$ cat config.mk
export PLATFORM = sky130hd
export DESIGN_NAME = spike_tx
export DESIGN_NICKNAME = d
export VERILOG_FILES = /design/src/rtl/spike_tx.sv
export SDC_FILE = /design/constraint.sdc
export NUM_CORES = 1
export LEC_CHECK = 0
export ABC_AREA = 1
export CAP_MARGIN = 10
export CORE_MARGIN = 2
export CORE_UTILIZATION = 51
export CTS_BUF_LIST = sky130_fd_sc_hd__clkbuf_8 sky130_fd_sc_hd__clkbuf_16
export CTS_CLUSTER_SIZE = 12
export DETAILED_ROUTE_END_ITERATION = 10
export GPL_TIMING_DRIVEN = 1
export HOLD_SLACK_MARGIN = 0.08
export PLACE_DENSITY = 0.74
export SLEW_MARGIN = 30
export SYNTH_ARGS = -nofsm -noshare
export SYNTH_HDL_FRONTEND = slang
export SYNTH_SLANG_ARGS = --single-unit
$ cat constraint.sdc
create_clock -name clk -period 1.73 [get_ports clk]
set_clock_uncertainty 0.15 [all_clocks]
set_input_delay 0.346 -clock clk [delete_from_list [all_inputs] [get_ports clk]]
set_output_delay 0.346 -clock clk [all_outputs]
set_load 0.05 [all_outputs]
$ cat src/rtl/spike_tx.sv
// spike_tx: captures node result words on in_rdy rising edges, queues them in a FIFO and
// serialises each as a framed one-wire word. Define PARITY_EN to add an even-parity bit per frame.
module spike_tx #(
    parameter int DEPTH     = 4,
    parameter int DIV       = 4,
    parameter bit SKIP_ZERO = 1'b1
) (
    input  logic       clk,
    input  logic       rst,
    input  logic [3:0] in_data,
    input  logic       in_rdy,
    output logic       tx,
    output logic       busy,
    output logic       fifo_full,
    output logic [7:0] drop_cnt
);
    localparam int AW = $clog2(DEPTH);
    localparam int TW = (DIV > 1) ? $clog2(DIV) : 1;
    localparam logic [TW-1:0] T_LAST = TW'(DIV - 1);

    typedef enum logic [2:0] {
        S_IDLE,
        S_START,
        S_DATA,
`ifdef PARITY_EN
        S_PARITY,
`endif
        S_STOP
    } state_t;

    // Handshake: in_rdy is a level with no backpressure; a word is offered on every 0->1
    // transition of in_rdy and in_data is sampled in that cycle. A full FIFO drops it.
    logic              rdy_q;
    logic              push;
    logic              pop;
    logic              do_write;
    logic              fifo_empty;
    logic [3:0]        mem [DEPTH];
    logic [AW:0]       wr_ptr;
    logic [AW:0]       rd_ptr;

    assign push       = in_rdy & ~rdy_q & (!SKIP_ZERO || (in_data != 4'd0));
    assign fifo_empty = (wr_ptr == rd_ptr);
    assign fifo_full  = (wr_ptr[AW] != rd_ptr[AW]) && (wr_ptr[AW-1:0] == rd_ptr[AW-1:0]);
    // A pop in the same cycle frees the slot, so a push into a full FIFO is still taken.
    assign do_write   = push & (~fifo_full | pop);

    always_ff @(posedge clk) begin
        if (rst) begin
            rdy_q    <= 1'b0;
            wr_ptr   <= '0;
            rd_ptr   <= '0;
            drop_cnt <= 8'd0;
        end else begin
            rdy_q <= in_rdy;
            if (do_write) wr_ptr <= wr_ptr + (AW+1)'(1);
            if (pop)      rd_ptr <= rd_ptr + (AW+1)'(1);
            if (push && !do_write && (drop_cnt != 8'hFF)) drop_cnt <= drop_cnt + 8'd1;
        end
    end

    always_ff @(posedge clk) begin
        if (do_write) mem[wr_ptr[AW-1:0]] <= in_data;
    end

    state_t          state;
    state_t          state_d;
    logic [TW-1:0]   timer;
    logic [TW-1:0]   timer_d;
    logic [1:0]      bit_idx;
    logic [1:0]      bit_idx_d;
    logic [3:0]      word;
    logic [3:0]      word_d;
    logic            tx_d;
    logic            t_done;

    assign t_done = (timer == T_LAST);
    assign busy   = (state != S_IDLE) | ~fifo_empty;

    always_ff @(posedge clk) begin
        if (rst) begin
            state   <= S_IDLE;
            timer   <= '0;
            bit_idx <= 2'd0;
            word    <= 4'd0;
            tx      <= 1'b1;
        end else begin
            state   <= state_d;
            timer   <= timer_d;
            bit_idx <= bit_idx_d;
            word    <= word_d;
            tx      <= tx_d;
        end
    end

    always_comb begin
        state_d = state;
        pop     = 1'b0;
        case (state)
            S_IDLE: begin
                if (!fifo_empty) begin
                    pop     = 1'b1;
                    state_d = S_START;
                end
            end
            S_START: begin
                if (t_done) state_d = S_DATA;
            end
            S_DATA: begin
                if (t_done && (bit_idx == 2'd3)) begin
`ifdef PARITY_EN
                    state_d = S_PARITY;
`else
                    state_d = S_STOP;
`endif
                end
            end
`ifdef PARITY_EN
            S_PARITY: begin
                if (t_done) state_d = S_STOP;
            end
`endif
            S_STOP: begin
                // Chain straight into the next frame when a word is waiting.
                if (t_done) begin
                    if (!fifo_empty) begin
                        pop     = 1'b1;
                        state_d = S_START;
                    end else begin
                        state_d = S_IDLE;
                    end
                end
            end
            default: state_d = S_IDLE;
        endcase
    end

    always_comb begin
        timer_d   = (state_d != state || t_done) ? '0 : timer + TW'(1);
        bit_idx_d = bit_idx;
        if (state_d != S_DATA)
            bit_idx_d = 2'd0;
        else if (state == S_DATA && t_done)
            bit_idx_d = bit_idx + 2'd1;
        word_d = pop ? mem[rd_ptr[AW-1:0]] : word;
        case (state_d)
            S_IDLE:   tx_d = 1'b1;
            S_START:  tx_d = 1'b0;
            S_DATA:   tx_d = word_d[bit_idx_d];
`ifdef PARITY_EN
            S_PARITY: tx_d = ^word_d;
`endif
            default:  tx_d = 1'b1;
        endcase
    end
endmodule

After elaboration in Yosys (flattened, before gate mapping):

Memory sizes are Yosys's and may differ from the RTL's. A register that Yosys moved wholly into a read port is not among the register bits.
Cells that the tools add are included.

* $add $sub $neg: 5
* $lt $le $gt $ge: 1
* equality and inequality tests: 13
* mux-type cells: 19
* bitwise gates (word level): 8
* reductions and logical operators: 11

Operators by type and width (number)
* $mux W3: 4
* $pmux W3 S4: 1
* $eq A3 B2 Y1 const B: 3
* $add A8 B1 Y8 const B: 1
* $mux W2: 4
* $ne A8 B8 Y1 const B: 1
* $add A3 B1 Y3 const B: 2
* $eq A3 B1 Y1 const B: 2
* $mux W1: 6
* $logic_and A1 B1 Y1: 5
* $add A2 B1 Y2 const B: 2
* $eq A2 B2 Y1 const B: 2
* $mux W4: 1
* $pmux W1 S2: 2
* $reduce_bool A4 Y1: 1
* $and A1 B1 Y1: 3
* $eq A3 B3 Y1: 1
* $logic_not A3 Y1: 1
* $lt A2 B3 Y1 const B: 1
* $ne A3 B2 Y1 const B: 1
* $ne A3 B3 Y1: 1
* $not A1 Y1: 3
* $reduce_bool A3 Y1: 1
* $bmux W1 S2: 1
* 6 further kinds: 7

* register bits: 27
* bits in writable memories: 16
* input port bits: 7
* output and inout port bits: 11
* memories kept: 1

Memories
* mem: words 4, width 4, rd ports 1, clocked after memory_dff 1, wr ports 1, line 38 `logic [3:0] mem [DEPTH];`

Longest topological paths before layout:

Gate-level depths: netlist of the first run.

* word-level depth: 9
* gate-level depth with buffers: 13

Worst setup path after synthesis of the first run:

No wires, ideal clock.

* path kind: register to register
* start point: register timer[0]
* end point: memory mem[0][0] (enable)
* setup time: 329 ps
* arrival: 1409 ps
* data required time: 1251 ps
* path slack: -159 ps
* cell stages (with the launch flop): 8
* path buffers: 1
* path through: dfxtp_1 > ha_1 > nand2_2 > o21ai_4 > nor2_2 > or2_1 > buf_6 > nor2_1

* word-level cells in the longest chain between the ends: 7

Ends and longest elaborated chain
* start: declaration: line 68 `logic [TW-1:0] timer;`
* start signal: assignment: line 89 `timer <= timer_d;`
* $eq A2 B2 Y1: line 77 `assign t_done = (timer == T_LAST);`
* $mux W1: line 125 `if (t_done) begin`
* $pmux W1 S2: line 99 `case (state)`
* $or A1 B1 Y1: line 46 `assign do_write = push & (~fifo_full | pop);`
* $and A1 B1 Y1: line 46
* $mux W1: line 63 `if (do_write) mem[wr_ptr[AW-1:0]] <= in_data;`
* $mux W1 (implied by the code): line 63
* end: declaration: line 38

Every way passes these cells.

Worst setup path in the final report of the first run:

* start point: register wr_ptr[0]
* end point: output port busy

* word-level cells in the longest chain between the ends: 3

Ends and longest elaborated chain
* start: declaration: line 39 `logic [AW:0] wr_ptr;`
* start signal: assignment: line 56 `if (do_write) wr_ptr <= wr_ptr + (AW+1)'(1);`
* $eq A3 B3 Y1: line 43 `assign fifo_empty = (wr_ptr == rd_ptr);`
* $not A1 Y1: line 78 `assign busy = (state != S_IDLE) | ~fifo_empty;`
* $or A1 B1 Y1: line 78
* end: declaration: line 13 `output logic busy,`

Every way passes these cells.

==> results of run 1 <==
## layout make-up
class,count,area [µm²],area share (%)
Clock inverter,2,8.758,0.2869
Tap cell,50,62.56,2.049
Multi-Input combinational cell,172,1041,34.10
Timing Repair Buffer,56,581.8,19.06
Clock buffer,6,93.84,3.074
Inverter,47,186.4,6.107
Sequential cell,45,1079,35.33
## worst min-delay path: cells and delay by family (launching register included)
kind | cells | cell delay, ns
buffers and inverters | 1 | 0.06
flip-flops | 1 | 0.35
AO/OA/AOI/OAI | 1 | 0.04
## sequential cells by signal, indices dropped and copies added (netlist names), named ones only
register	flops
mem	16
drop_cnt	8
word	4
rd_ptr	3
state	3
wr_ptr	3
bit_idx	2
timer	2
rdy_q	1
tx	1
## through the flow
| stage | worst slack [ns] | hold WS [ns] |
|---|---|---|
| after floorplan | 0.01053 | 0.2577 |
| after global placement | -0.2824 | 0.2657 |
| after detailed placement | -0.3179 | 0.2692 |
| after CTS | -0.09970 | 0.2813 |
| after global routing | -0.1720 | 0.3545 |
| final | -0.1234 | 0.3328 |
## power by group through the flow
stage | logic (mW) | clock network [mW] | registers (mW)
after CTS | 0.509 | 0.737 | 1.21
after detailed placement | 0.459 | 0 | 1.23
after global routing | 0.613 | 0.782 | 1.22
after global placement | 0.449 | 0 | 1.22
final | 0.552 | 0.729 | 1.21
after floorplan | 0.299 | 0 | 1.22
## cells in the mapped netlist
| library cell | n |
|---|---|
| sky130_fd_sc_hd__xnor2_1 | 1 |
| sky130_fd_sc_hd__clkbuf_1 | 1 |
| sky130_fd_sc_hd__conb_1 | 1 |
| sky130_fd_sc_hd__or2_1 | 1 |
| sky130_fd_sc_hd__nand3_1 | 14 |
| sky130_fd_sc_hd__nor2_2 | 2 |
| sky130_fd_sc_hd__nor2_8 | 1 |
| sky130_fd_sc_hd__inv_2 | 2 |
| sky130_fd_sc_hd__o21ai_1 | 2 |
| sky130_fd_sc_hd__a21oi_2 | 2 |
| sky130_fd_sc_hd__buf_2 | 2 |
| sky130_fd_sc_hd__nor3_1 | 2 |
| sky130_fd_sc_hd__nand4_1 | 5 |
| sky130_fd_sc_hd__a21oi_1 | 12 |
| sky130_fd_sc_hd__nand3b_1 | 1 |
| sky130_fd_sc_hd__nor2_1 | 38 |
| sky130_fd_sc_hd__o21ai_2 | 1 |
| sky130_fd_sc_hd__nand3_2 | 1 |
| sky130_fd_sc_hd__dfxtp_1 | 29 |
| sky130_fd_sc_hd__edfxtp_1 | 16 |
| sky130_fd_sc_hd__o21ai_4 | 1 |
| sky130_fd_sc_hd__nor3_2 | 1 |
| sky130_fd_sc_hd__and2_1 | 1 |
| sky130_fd_sc_hd__inv_1 | 45 |
| sky130_fd_sc_hd__ha_1 | 8 |
| sky130_fd_sc_hd__o2111ai_1 | 1 |
| sky130_fd_sc_hd__buf_6 | 2 |
| sky130_fd_sc_hd__or2_2 | 1 |
| sky130_fd_sc_hd__nand2_2 | 4 |
| sky130_fd_sc_hd__o21ai_0 | 12 |
| sky130_fd_sc_hd__nand2_1 | 59 |
## kinds of logic (layout without fill, tap and decap cells)
logic type | count (synthesis) | after routing | synth area share [%]
other | 1 | 1 | 0.1747
adders and majority gates | 8 | 8 | 4.662
buffers and inverters | 52 | 111 | 9.907
DFF | 45 | 45 | 49.42
AOI/OAI and AO/OA | 31 | 31 | 8.451
and+or+nand+nor | 131 | 131 | 26.98
xor gates and xnor gates | 1 | 1 | 0.4080
## worst max-delay path by stage
stage	startpoint	end
floorplan	timer[1]	mem[0][0]
global placement	in_data[1]	mem[0][0]
detailed placement	in_data[1]	mem[0][0]
CTS	wr_ptr[1]	busy
global route	wr_ptr[0]	busy
finish	wr_ptr[0]	busy
## timing repair
action | CTS | global route
pin swaps | 6 | 17
endpoints found under the setup margin | 19 | 30
cloned | 0 | 0
gates resized for setup | 26 | 39
setup buffers | 3 | 3
## per-layer routing
| metal | wire, µm | vias up | global-route usage (%) |
|---|---|---|---|
| met3 | 235 | 10 | 6.494 |
| met5 | 0 | - | 0 |
| met2 | 2325 | 33 | 36.78 |
| met4 | 104 | 0 | 7.353 |
| met1 | 2098 | 832 | 26.83 |
| li1 | - | 962 | - |
==> metrics.txt, run 1 <==
# TYPE chip_impl_metric gauge
chip_impl_metric{name="routed-via-count",unit=""} 1837
chip_impl_info{name="critical_path_class",value="flop to primary output"} 1
chip_impl_info{name="violated_checks",value="negative setup slack"} 1
chip_impl_metric{name="leakage",unit="nW"} 1.345
chip_impl_metric{name="setup_ws",unit="ns"} -0.1234
chip_impl_metric{name="worst-path-stages",unit=""} 6
chip_impl_metric{name="avgViaCountPerCell",unit=""} 4.860
chip_impl_metric{name="hold_depth",unit=""} 2
chip_impl_metric{name="worst_skew_pair.late_latency",unit="ns"} 0.30
chip_impl_metric{name="synthesis.instances",unit=""} 269
chip_impl_metric{name="grt_use_total",unit="%"} 21.89
chip_impl_info{name="holdCritPathClass",value="flop to flop"} 1
chip_impl_info{name="clock_tree_from_tritoncts",value="built"} 1
chip_impl_metric{name="pre_repair_dr_iteration_count",unit=""} 4
chip_impl_metric{name="die_y",unit="µm"} 68.89
chip_impl_info{name="layout_common_cells",value="sky130_fd_sc_hd__nand2_1 (48), sky130_fd_sc_hd__inv_1 (37), sky130_fd_sc_hd__nor2_1 (33), sky130_fd_sc_hd__buf_4 (33), sky130_fd_sc_hd__dfxtp_1 (17)"} 1
chip_impl_metric{name="summed_area_of_non_filler_cells_in_the_final_layout",unit="µm²"} 3053
chip_impl_metric{name="final_hold_viol_count",unit=""} 0
chip_impl_metric{name="path_clk_slew",unit="ns"} 0.08
chip_impl_metric{name="worst_ep_arrival_time",unit="ns"} 1.36
chip_impl_info{name="crit-reg2reg-launch",value="timer[0]"} 1
chip_impl_info{name="clk_root_buffer_cell",value="sky130_fd_sc_hd__clkbuf_8"} 1
chip_impl_metric{name="power.net_switching",unit="µW"} 725.1
chip_impl_metric{name="die_width",unit="µm"} 68.89
chip_impl_metric{name="synth_sequential_area_ratio",unit="%"} 49.42
chip_impl_metric{name="core_area",unit="µm²"} 4029
chip_impl_metric{name="drtIter0Drc",unit=""} 52
chip_impl_metric{name="setup_total_negative_slack",unit="ns"} -1.525
chip_impl_metric{name="nets",unit=""} 342
chip_impl_metric{name="initial_core_util",unit="%"} 53.29
chip_impl_metric{name="cts_made_buffers",unit=""} 5
chip_impl_metric{name="n_fill_cell",unit=""} 282
chip_impl_info{name="crit_path_start_kind",value="flop"} 1
chip_impl_metric{name="cts-htree-levels",unit=""} 2
chip_impl_metric{name="cts_buffer_depth",unit=""} 2
chip_impl_metric{name="placed_cell_area",unit="µm²"} 2726
chip_impl_metric{name="layout.core_utilization",unit="%"} 75.78
chip_impl_metric{name="comb_power_share",unit="%"} 22.2
chip_impl_metric{name="count_of_buffer_and_inverter_cells_on_the_critical_path",unit=""} 2
chip_impl_metric{name="synth_top_area_share",unit="%"} 27.04
chip_impl_metric{name="grt_first_pass_wirelength",unit="µm"} 7472
chip_impl_metric{name="post_synth.cell_area_avg",unit="µm²"} 7.982
chip_impl_info{name="critical_path.slowest_cell",value="sky130_fd_sc_hd__dfxtp_2"} 1
chip_impl_metric{name="tritoncts_num_sinks",unit=""} 45
chip_impl_metric{name="total_drc_errors_in_the_routed_layout",unit=""} 0
chip_impl_metric{name="power_frac_clock",unit="%"} 29.3
chip_impl_metric{name="dpl.cell_count",unit=""} 365
chip_impl_info{name="r2r_end",value="mem[1][2]"} 1
chip_impl_metric{name="mappedNetlistNets",unit=""} 284
chip_impl_metric{name="drive_above_1_share",unit="%"} 35.67
chip_impl_metric{name="power_density",unit="nW/µm²"} 814.5
chip_impl_metric{name="routed_wirelength",unit="µm"} 4764
chip_impl_metric{name="synth.cell_area",unit="µm²"} 2147
chip_impl_metric{name="ff2ff_path_depth",unit=""} 7
chip_impl_metric{name="initial_antenna_violation_count",unit=""} 0
chip_impl_metric{name="fmaxAchievable",unit="GHz"} 0.5395
chip_impl_metric{name="cp_slowest_stage_delay",unit="ns"} 0.34
chip_impl_metric{name="p_seq_share",unit="%"} 48.5
chip_impl_metric{name="netlist-cell-type-count",unit=""} 31
chip_impl_metric{name="final_cell_count_no_fill",unit=""} 378
chip_impl_metric{name="ys.warnings.count",unit=""} 0
chip_impl_metric{name="internal_power",unit="mW"} 1.762
chip_impl_metric{name="peakVddDrop",unit="V"} 0.0006027
chip_impl_metric{name="area.growth.synth_to_final",unit="%"} 42.19
chip_impl_info{name="synthTopCellsByArea",value="sky130_fd_sc_hd__dfxtp_1 (27%), sky130_fd_sc_hd__edfxtp_1 (22%), sky130_fd_sc_hd__nand2_1 (10%), sky130_fd_sc_hd__inv_1 (7.9%), sky130_fd_sc_hd__nor2_1 (6.6%)"} 1
chip_impl_metric{name="number_of_antenna_violating_nets_in_the_routed_design",unit=""} 0
chip_impl_metric{name="final-setup-viol-count",unit=""} 20
chip_impl_metric{name="worst-r2r-setup-slack",unit="ns"} -0.08
chip_impl_info{name="status",value="complete, but fails checks"} 1
chip_impl_metric{name="total_die_area",unit="µm²"} 4745
chip_impl_metric{name="power.share.switching",unit="%"} 29.16
chip_impl_metric{name="critPathRequiredTime",unit="ns"} 1.23
chip_impl_info{name="layout.cells.most_common",value="sky130_fd_sc_hd__nand2_1"} 1
chip_impl_metric{name="io_pins",unit=""} 18
chip_impl_metric{name="global_placer_s_final_weighted_congestion",unit=""} 0.8372
chip_impl_metric{name="port_buffers",unit=""} 17
chip_impl_info{name="synth.largest_area_cell",value="sky130_fd_sc_hd__dfxtp_1"} 1
chip_impl_metric{name="n_antenna_cell",unit=""} 0
chip_impl_metric{name="finalCriticalPeriod",unit="ns"} 1.853
chip_impl_metric{name="maximum_number_of_pins_on_one_net_before_global_route_repair",unit=""} 15
chip_impl_info{name="cell_family_with_the_largest_share_of_critical_path_delay",value="simple AND/OR/NAND/NOR gates"} 1
chip_impl_metric{name="first_global_vias",unit=""} 1732
chip_impl_info{name="min-delay-start",value="drop_cnt[4]"} 1
chip_impl_metric{name="total_of_flip_flops_plus_latches_after_synthesis",unit=""} 45
chip_impl_metric{name="maxCapViolCount",unit=""} 0
chip_impl_metric{name="avgRoutedWirePerCell",unit="µm"} 12.60
chip_impl_metric{name="cts_hold_buffers",unit=""} 0
chip_impl_info{name="timing.critical_path.to_type",value="primary output"} 1
chip_impl_info{name="hold_path_end",value="drop_cnt[4]"} 1
chip_impl_metric{name="grt_overflow",unit=""} 0
chip_impl_metric{name="power.total",unit="mW"} 2.487
chip_impl_info{name="unrepaired_setup_endpoints_after_global_routing",value="yes"} 1
chip_impl_metric{name="post_dp_hpwl",unit="µm"} 3154
chip_impl_metric{name="timing.final.crit_share",unit="%"} 107.1
chip_impl_metric{name="rows",unit=""} 23
chip_impl_info{name="path_cells",value="inv_2, nand2_2, nand2_4, nand3_4, or2_4, buf_8"} 1
chip_impl_metric{name="critical_path.max_fanout",unit=""} 3
chip_impl_metric{name="report.final.slew_viol_count",unit=""} 0
No activity file was read; power rests on OpenSTA's default activity.
==> run 2, diff against run 1 <==
Settings changed: MAX_ROUTING_LAYER from default to met4.
==> run 2 against run 1 <==
  * The flow still finishes with violations (negative setup slack)
  * Maximum frequency fell by 0.11%
  * Die area is the same
  * Clock power about the same
  * Global-route usage is 0.62 points higher
  * Count of clock-buffer cells in the layout unchanged
  * Register-to-register slack barely moved
  * Critical path depth stayed put
  * Utilization did not move
  * Final area stayed put
  * Non-clock buffer count unchanged
  * First-iteration DRC count rose by 27%
  * Total power barely moved
  * Critical path type unchanged
  * Critical endpoint unchanged
  * Largest power group unchanged
==> metrics.txt, run 2 (same netlist as run 1, synthesis figures left out) <==
# TYPE chip_impl_metric gauge
chip_impl_info{name="clock_tree_from_tritoncts",value="built"} 1
chip_impl_metric{name="power_density",unit="nW/µm²"} 815.0
chip_impl_metric{name="maximum_number_of_pins_on_one_net_before_global_route_repair",unit=""} 15
chip_impl_metric{name="avgViaCountPerCell",unit=""} 4.868
chip_impl_metric{name="core_area",unit="µm²"} 4029
chip_impl_metric{name="pre_repair_dr_iteration_count",unit=""} 4
chip_impl_metric{name="timing.final.crit_share",unit="%"} 107.3
chip_impl_metric{name="layout.core_utilization",unit="%"} 75.78
chip_impl_metric{name="total_drc_errors_in_the_routed_layout",unit=""} 0
chip_impl_metric{name="summed_area_of_non_filler_cells_in_the_final_layout",unit="µm²"} 3053
chip_impl_metric{name="die_width",unit="µm"} 68.89
chip_impl_metric{name="report.final.slew_viol_count",unit=""} 0
chip_impl_metric{name="rows",unit=""} 23
chip_impl_info{name="layout_common_cells",value="sky130_fd_sc_hd__nand2_1 (48), sky130_fd_sc_hd__inv_1 (37), sky130_fd_sc_hd__nor2_1 (33), sky130_fd_sc_hd__buf_4 (33), sky130_fd_sc_hd__dfxtp_1 (17)"} 1
chip_impl_metric{name="n_antenna_cell",unit=""} 0
chip_impl_metric{name="nets",unit=""} 342
chip_impl_info{name="min-delay-start",value="drop_cnt[4]"} 1
chip_impl_metric{name="worst_skew_pair.late_latency",unit="ns"} 0.30
chip_impl_metric{name="setup_ws",unit="ns"} -0.1255
chip_impl_metric{name="grt_use_total",unit="%"} 22.51
chip_impl_metric{name="routed-via-count",unit=""} 1840
chip_impl_metric{name="dpl.cell_count",unit=""} 365
chip_impl_metric{name="post_dp_hpwl",unit="µm"} 3154
chip_impl_info{name="crit_start",value="wr_ptr[0]"} 1
chip_impl_metric{name="path_clk_slew",unit="ns"} 0.08
chip_impl_info{name="timing.critical_path.to_type",value="primary output"} 1
chip_impl_metric{name="fmaxAchievable",unit="GHz"} 0.5390
chip_impl_metric{name="die_y",unit="µm"} 68.89
chip_impl_metric{name="placed_cell_area",unit="µm²"} 2726
chip_impl_metric{name="drtIter0Drc",unit=""} 66
chip_impl_info{name="unrepaired_setup_endpoints_after_global_routing",value="yes"} 1
chip_impl_metric{name="worst_ep_arrival_time",unit="ns"} 1.36
chip_impl_metric{name="finalCriticalPeriod",unit="ns"} 1.855
chip_impl_metric{name="final_cell_count_no_fill",unit=""} 378
chip_impl_metric{name="initial_antenna_violation_count",unit=""} 0
chip_impl_metric{name="first_global_vias",unit=""} 1733
chip_impl_info{name="status",value="complete, but fails checks"} 1
chip_impl_info{name="crit_path_start_kind",value="flop"} 1
chip_impl_metric{name="drive_above_1_share",unit="%"} 35.67
chip_impl_metric{name="power.total",unit="mW"} 2.488
chip_impl_metric{name="leakage",unit="nW"} 1.345
chip_impl_info{name="holdCritPathClass",value="flop to flop"} 1
chip_impl_metric{name="critical_path.max_fanout",unit=""} 3
chip_impl_metric{name="avgRoutedWirePerCell",unit="µm"} 12.58
chip_impl_metric{name="global_placer_s_final_weighted_congestion",unit=""} 0.8502
chip_impl_metric{name="peakVddDrop",unit="V"} 0.0006035
chip_impl_metric{name="grt_overflow",unit=""} 0
chip_impl_info{name="violated_checks",value="negative setup slack"} 1
chip_impl_metric{name="cts-htree-levels",unit=""} 2
chip_impl_info{name="critical_path_class",value="flop to primary output"} 1
chip_impl_metric{name="cts_made_buffers",unit=""} 5
chip_impl_metric{name="area.growth.synth_to_final",unit="%"} 42.19
chip_impl_metric{name="number_of_antenna_violating_nets_in_the_routed_design",unit=""} 0
chip_impl_metric{name="post-place-ws",unit="ns"} -0.3179
chip_impl_metric{name="routed_wirelength",unit="µm"} 4754
chip_impl_metric{name="critPathRequiredTime",unit="ns"} 1.23
chip_impl_metric{name="hold_slack",unit="ns"} 0.3328
chip_impl_metric{name="initial_core_util",unit="%"} 53.29
chip_impl_metric{name="final_hold_viol_count",unit=""} 0
chip_impl_metric{name="largest_register_ffs",unit=""} 16
chip_impl_metric{name="final-setup-viol-count",unit=""} 20
chip_impl_metric{name="total_die_area",unit="µm²"} 4745
chip_impl_metric{name="setup_total_negative_slack",unit="ns"} -1.532
chip_impl_info{name="layout.cells.most_common",value="sky130_fd_sc_hd__nand2_1"} 1
chip_impl_metric{name="tritoncts_num_sinks",unit=""} 45
chip_impl_info{name="crit-reg2reg-launch",value="timer[0]"} 1
chip_impl_metric{name="cts_hold_buffers",unit=""} 0
chip_impl_metric{name="io_pins",unit=""} 18
chip_impl_metric{name="cts_buffer_depth",unit=""} 2
chip_impl_metric{name="grt_first_pass_wirelength",unit="µm"} 7465
chip_impl_info{name="clk_root_buffer_cell",value="sky130_fd_sc_hd__clkbuf_8"} 1
chip_impl_metric{name="maxCapViolCount",unit=""} 0
chip_impl_metric{name="port_buffers",unit=""} 17
[run 2: cell counts in the layout (fill, tap and decap cells not counted)]
No cell type changed its count.
[run 2: critical path, stage by stage, from the launching register on]
cell	delay (ns)
sky130_fd_sc_hd__dfxtp_2	0.34
sky130_fd_sc_hd__inv_2	0.06
sky130_fd_sc_hd__nand2_2	0.06
sky130_fd_sc_hd__nand2_4	0.08
sky130_fd_sc_hd__nand3_4	0.09
sky130_fd_sc_hd__or2_4	0.27
sky130_fd_sc_hd__buf_8	0.15
[run 2: layer usage]
layer / wire length [µm] / share of wire [%] / track usage, % / up-vias
li1: - / - / - / 963
met5: 0 / 0 / - / -
met2: 2321 / 49 / 36.78 / 28
met4: 100 / 2.1 / 7.353 / 0
met3: 188 / 4.0 / 6.006 / 10
met1: 2143 / 45 / 27.14 / 839
[run 2: final timing paths]
check,endpoint,slack [ns],depth (start not counted)
hold / removal,drop_cnt[4],0.33,2
setup / recovery,busy,-0.13,6
hold reg to reg,drop_cnt[4],0.33,2
setup reg to reg,mem[1][2],-0.08,7
[run 2: layout make-up]
type / count / area (µm²)
clock inverter: 2 / 8.758
multi-input combinational: 172 / 1041
tap: 50 / 62.56
fill: 282 / 975.9
clock buffer: 6 / 93.84
timing repair buffer: 56 / 581.8
inverter: 47 / 186.4
sequential: 45 / 1079
[run 2: repair_timing]
item | CTS | global route
resized for setup | 26 | 39
hold endpoints to repair | 0 | 0
setup endpoints to repair | 19 | 30
pin swaps | 6 | 17
setup buffers | 3 | 3
[run 2: report_power, final]
group	leakage, nW	internal (mW)	switching (mW)
Combinational	0.899	0.236	0.316
Sequential	0.388	1.16	0.0454
Clock	0.0575	0.365	0.365
Total	1.34	1.76	0.727
==> run 3, diff against run 2 <==
Settings changed: CORE_MARGIN 2 to default, CTS_CLUSTER_SIZE 12 to default.
==> run 3 against run 2 <==
  * The flow still finishes with violations (negative setup slack)
  * Sequential power about the same
  * Total power up 2.1%
  * Clock power increased by 7.5%
  * Sequential share of layout area up 0.051 points
  * Final area increased by 0.20%
  * Global-route usage is 2.2 points higher
  * Via count up 1.6%
  * Combinational power about the same
  * Flip-flop and latch count did not move
  * Critical path depth unchanged
  * Critical path type unchanged
  * Critical endpoint unchanged
==> metrics.txt, run 3 (same netlist as run 1, synthesis figures left out) <==
# TYPE chip_impl_metric gauge
chip_impl_info{name="status",value="complete, but fails checks"} 1
chip_impl_info{name="violated_checks",value="negative setup slack"} 1
chip_impl_metric{name="total_drc_errors_in_the_routed_layout",unit=""} 0
chip_impl_metric{name="global_placer_s_final_weighted_congestion",unit=""} 0.8462
chip_impl_info{name="layout.cells.most_common",value="sky130_fd_sc_hd__nand2_1"} 1
chip_impl_metric{name="summed_area_of_non_filler_cells_in_the_final_layout",unit="µm²"} 3059
chip_impl_metric{name="initial_antenna_violation_count",unit=""} 0
chip_impl_metric{name="finalCriticalPeriod",unit="ns"} 1.829
chip_impl_metric{name="die_y",unit="µm"} 66.89
chip_impl_metric{name="count_of_buffer_and_inverter_cells_on_the_critical_path",unit=""} 2
chip_impl_metric{name="power.share.switching",unit="%"} 28.32
chip_impl_metric{name="fmaxAchievable",unit="GHz"} 0.5469
chip_impl_metric{name="core_area",unit="µm²"} 4029
chip_impl_info{name="clock_tree_from_tritoncts",value="built"} 1
chip_impl_info{name="unrepaired_setup_endpoints_after_global_routing",value="yes"} 1
chip_impl_metric{name="area.growth.synth_to_final",unit="%"} 42.48
chip_impl_info{name="critical_path_class",value="flop to primary output"} 1
chip_impl_metric{name="hold_slack",unit="ns"} 0.3105
chip_impl_info{name="timing.critical_path.to_type",value="primary output"} 1
chip_impl_metric{name="post_dp_hpwl",unit="µm"} 3281
chip_impl_metric{name="timing.final.crit_share",unit="%"} 105.7
chip_impl_metric{name="cts_buffer_depth",unit=""} 2
chip_impl_metric{name="avgViaCountPerCell",unit=""} 4.883
chip_impl_metric{name="grt_use_total",unit="%"} 24.72
chip_impl_metric{name="die_width",unit="µm"} 66.89
chip_impl_metric{name="n_fill_cell",unit=""} 281
chip_impl_metric{name="initial_core_util",unit="%"} 53.29
chip_impl_metric{name="total_die_area",unit="µm²"} 4474
chip_impl_metric{name="report.final.slew_viol_count",unit=""} 0
chip_impl_metric{name="power_density",unit="nW/µm²"} 830.5
chip_impl_metric{name="io_pins",unit=""} 18
chip_impl_metric{name="internal_power",unit="mW"} 1.821
chip_impl_metric{name="final_cell_count_no_fill",unit=""} 383
chip_impl_metric{name="maximum_number_of_pins_on_one_net_before_global_route_repair",unit=""} 15
chip_impl_metric{name="first_global_vias",unit=""} 1842
chip_impl_metric{name="critical_path.max_fanout",unit=""} 3
chip_impl_metric{name="drive_above_1_share",unit="%"} 36.34
chip_impl_metric{name="routed-via-count",unit=""} 1870
chip_impl_metric{name="leakage",unit="nW"} 1.355
chip_impl_metric{name="cp_slowest_stage_delay",unit="ns"} 0.34
chip_impl_info{name="critical_path.slowest_cell",value="sky130_fd_sc_hd__dfxtp_2"} 1
chip_impl_info{name="holdCritPathClass",value="flop to flop"} 1
chip_impl_metric{name="path_clk_slew",unit="ns"} 0.08
chip_impl_metric{name="n_antenna_cell",unit=""} 0
chip_impl_metric{name="power.net_switching",unit="µW"} 719.5
chip_impl_metric{name="final_hold_viol_count",unit=""} 0
chip_impl_metric{name="nets",unit=""} 347
chip_impl_metric{name="worst_skew_pair.late_latency",unit="ns"} 0.30
chip_impl_metric{name="worst_ep_arrival_time",unit="ns"} 1.33
chip_impl_metric{name="setup_ws",unit="ns"} -0.09855
chip_impl_metric{name="post-place-ws",unit="ns"} -0.2737
chip_impl_metric{name="pre_repair_dr_iteration_count",unit=""} 4
chip_impl_metric{name="grt_first_pass_wirelength",unit="µm"} 7776
chip_impl_metric{name="routed_wirelength",unit="µm"} 4731
chip_impl_metric{name="number_of_antenna_violating_nets_in_the_routed_design",unit=""} 0
chip_impl_metric{name="p_seq_share",unit="%"} 47.4
chip_impl_metric{name="drtIter0Drc",unit=""} 51
chip_impl_metric{name="avgRoutedWirePerCell",unit="µm"} 12.35
chip_impl_metric{name="cts_made_buffers",unit=""} 5
chip_impl_metric{name="port_buffers",unit=""} 17
chip_impl_metric{name="peakVddDrop",unit="V"} 0.0008862
chip_impl_metric{name="placed_cell_area",unit="µm²"} 2726
chip_impl_metric{name="largest_register_ffs",unit=""} 16
chip_impl_metric{name="comb_power_share",unit="%"} 21.7
chip_impl_metric{name="dpl.cell_count",unit=""} 365
chip_impl_metric{name="rows",unit=""} 23
chip_impl_metric{name="power_frac_clock",unit="%"} 30.9
chip_impl_info{name="path_cells",value="inv_2, nand2_1, nand2_2, nand3_2, or2_4, buf_8"} 1
chip_impl_metric{name="maxCapViolCount",unit=""} 0
chip_impl_metric{name="grt_overflow",unit=""} 0
chip_impl_metric{name="final-setup-viol-count",unit=""} 18
chip_impl_info{name="crit_path_start_kind",value="flop"} 1
chip_impl_metric{name="cts-htree-levels",unit=""} 2
chip_impl_info{name="clk_root_buffer_cell",value="sky130_fd_sc_hd__clkbuf_8"} 1
chip_impl_info{name="layout_common_cells",value="sky130_fd_sc_hd__nand2_1 (50), sky130_fd_sc_hd__buf_4 (39), sky130_fd_sc_hd__inv_1 (36)"} 1
chip_impl_metric{name="tritoncts_num_sinks",unit=""} 45
chip_impl_info{name="cell_family_with_the_largest_share_of_critical_path_delay",value="simple AND/OR/NAND/NOR gates"} 1
chip_impl_metric{name="layout.core_utilization",unit="%"} 75.93
chip_impl_metric{name="critPathRequiredTime",unit="ns"} 1.23
==> run 3: worst register-to-register path, cell delays in order (launching register included) <==
cell and delay [ns]:
sky130_fd_sc_hd__dfxtp_2 0.36, sky130_fd_sc_hd__ha_4 0.15, sky130_fd_sc_hd__nand2_4 0.06, sky130_fd_sc_hd__o21ai_4 0.17, sky130_fd_sc_hd__nor2_4 0.05, sky130_fd_sc_hd__or2_4 0.24
sky130_fd_sc_hd__buf_6 0.14, sky130_fd_sc_hd__nor2_4 0.13
==> run 3: stage by stage <==
step	power (mW)	setup TNS [ns]
detailed placement	1.686	-6.063
finish	2.541	-0.5034
global placement	1.673	-5.712
global route	2.671	-1.843
CTS	2.519	-0.2341
floorplan	1.524	0
==> run 3: timing repair <==
action	in CTS	in global routing
pin swaps	7	15
buffers inserted	4	6
hold buffers	0	0
resized for setup	27	30
setup endpoints to repair	23	34
endpoints found under the hold margin	0	0
==> run 3: routing by layer <==
metal  track usage [%]  wire [µm]  vias to the layer above
li1                  -          -                      966
met1             27.08       2108                      864
met2             42.05       2369                       30
met3             4.795        134                       10
met4             13.30        117                        0
met5                 -          0                        -
==> run 3: power by group through the flow <==
stage	combinational (mW)	sequential (mW)	clock, mW
floorplan	0.299	1.22	0
global placement	0.448	1.22	0
detailed placement	0.459	1.23	0
CTS	0.510	1.21	0.801
global route	0.619	1.21	0.837
finish	0.551	1.20	0.785
==> run 3: final cells by class <==
type                            count  area, µm²  area share, %
Clock buffer                        5      68.82          2.249
Multi-Input combinational cell    172       1010          33.01
Sequential cell                    45       1082          35.38
Clock inverter                      3      41.29          1.350
Timing Repair Buffer               61      615.6          20.12
Tap cell                           50      62.56          2.045
Inverter                           47      178.9          5.849
==> run 3: final timing paths <==
kind | start | end | slack, ns | depth (start not counted)
setup / recovery | wr_ptr[2] | busy | -0.1 | 6
hold / removal | rd_ptr[2] | rd_ptr[2] | 0.31 | 2
setup reg to reg | timer[0] | mem[2][2] | -0.01 | 7
hold reg to reg | rd_ptr[2] | rd_ptr[2] | 0.31 | 2
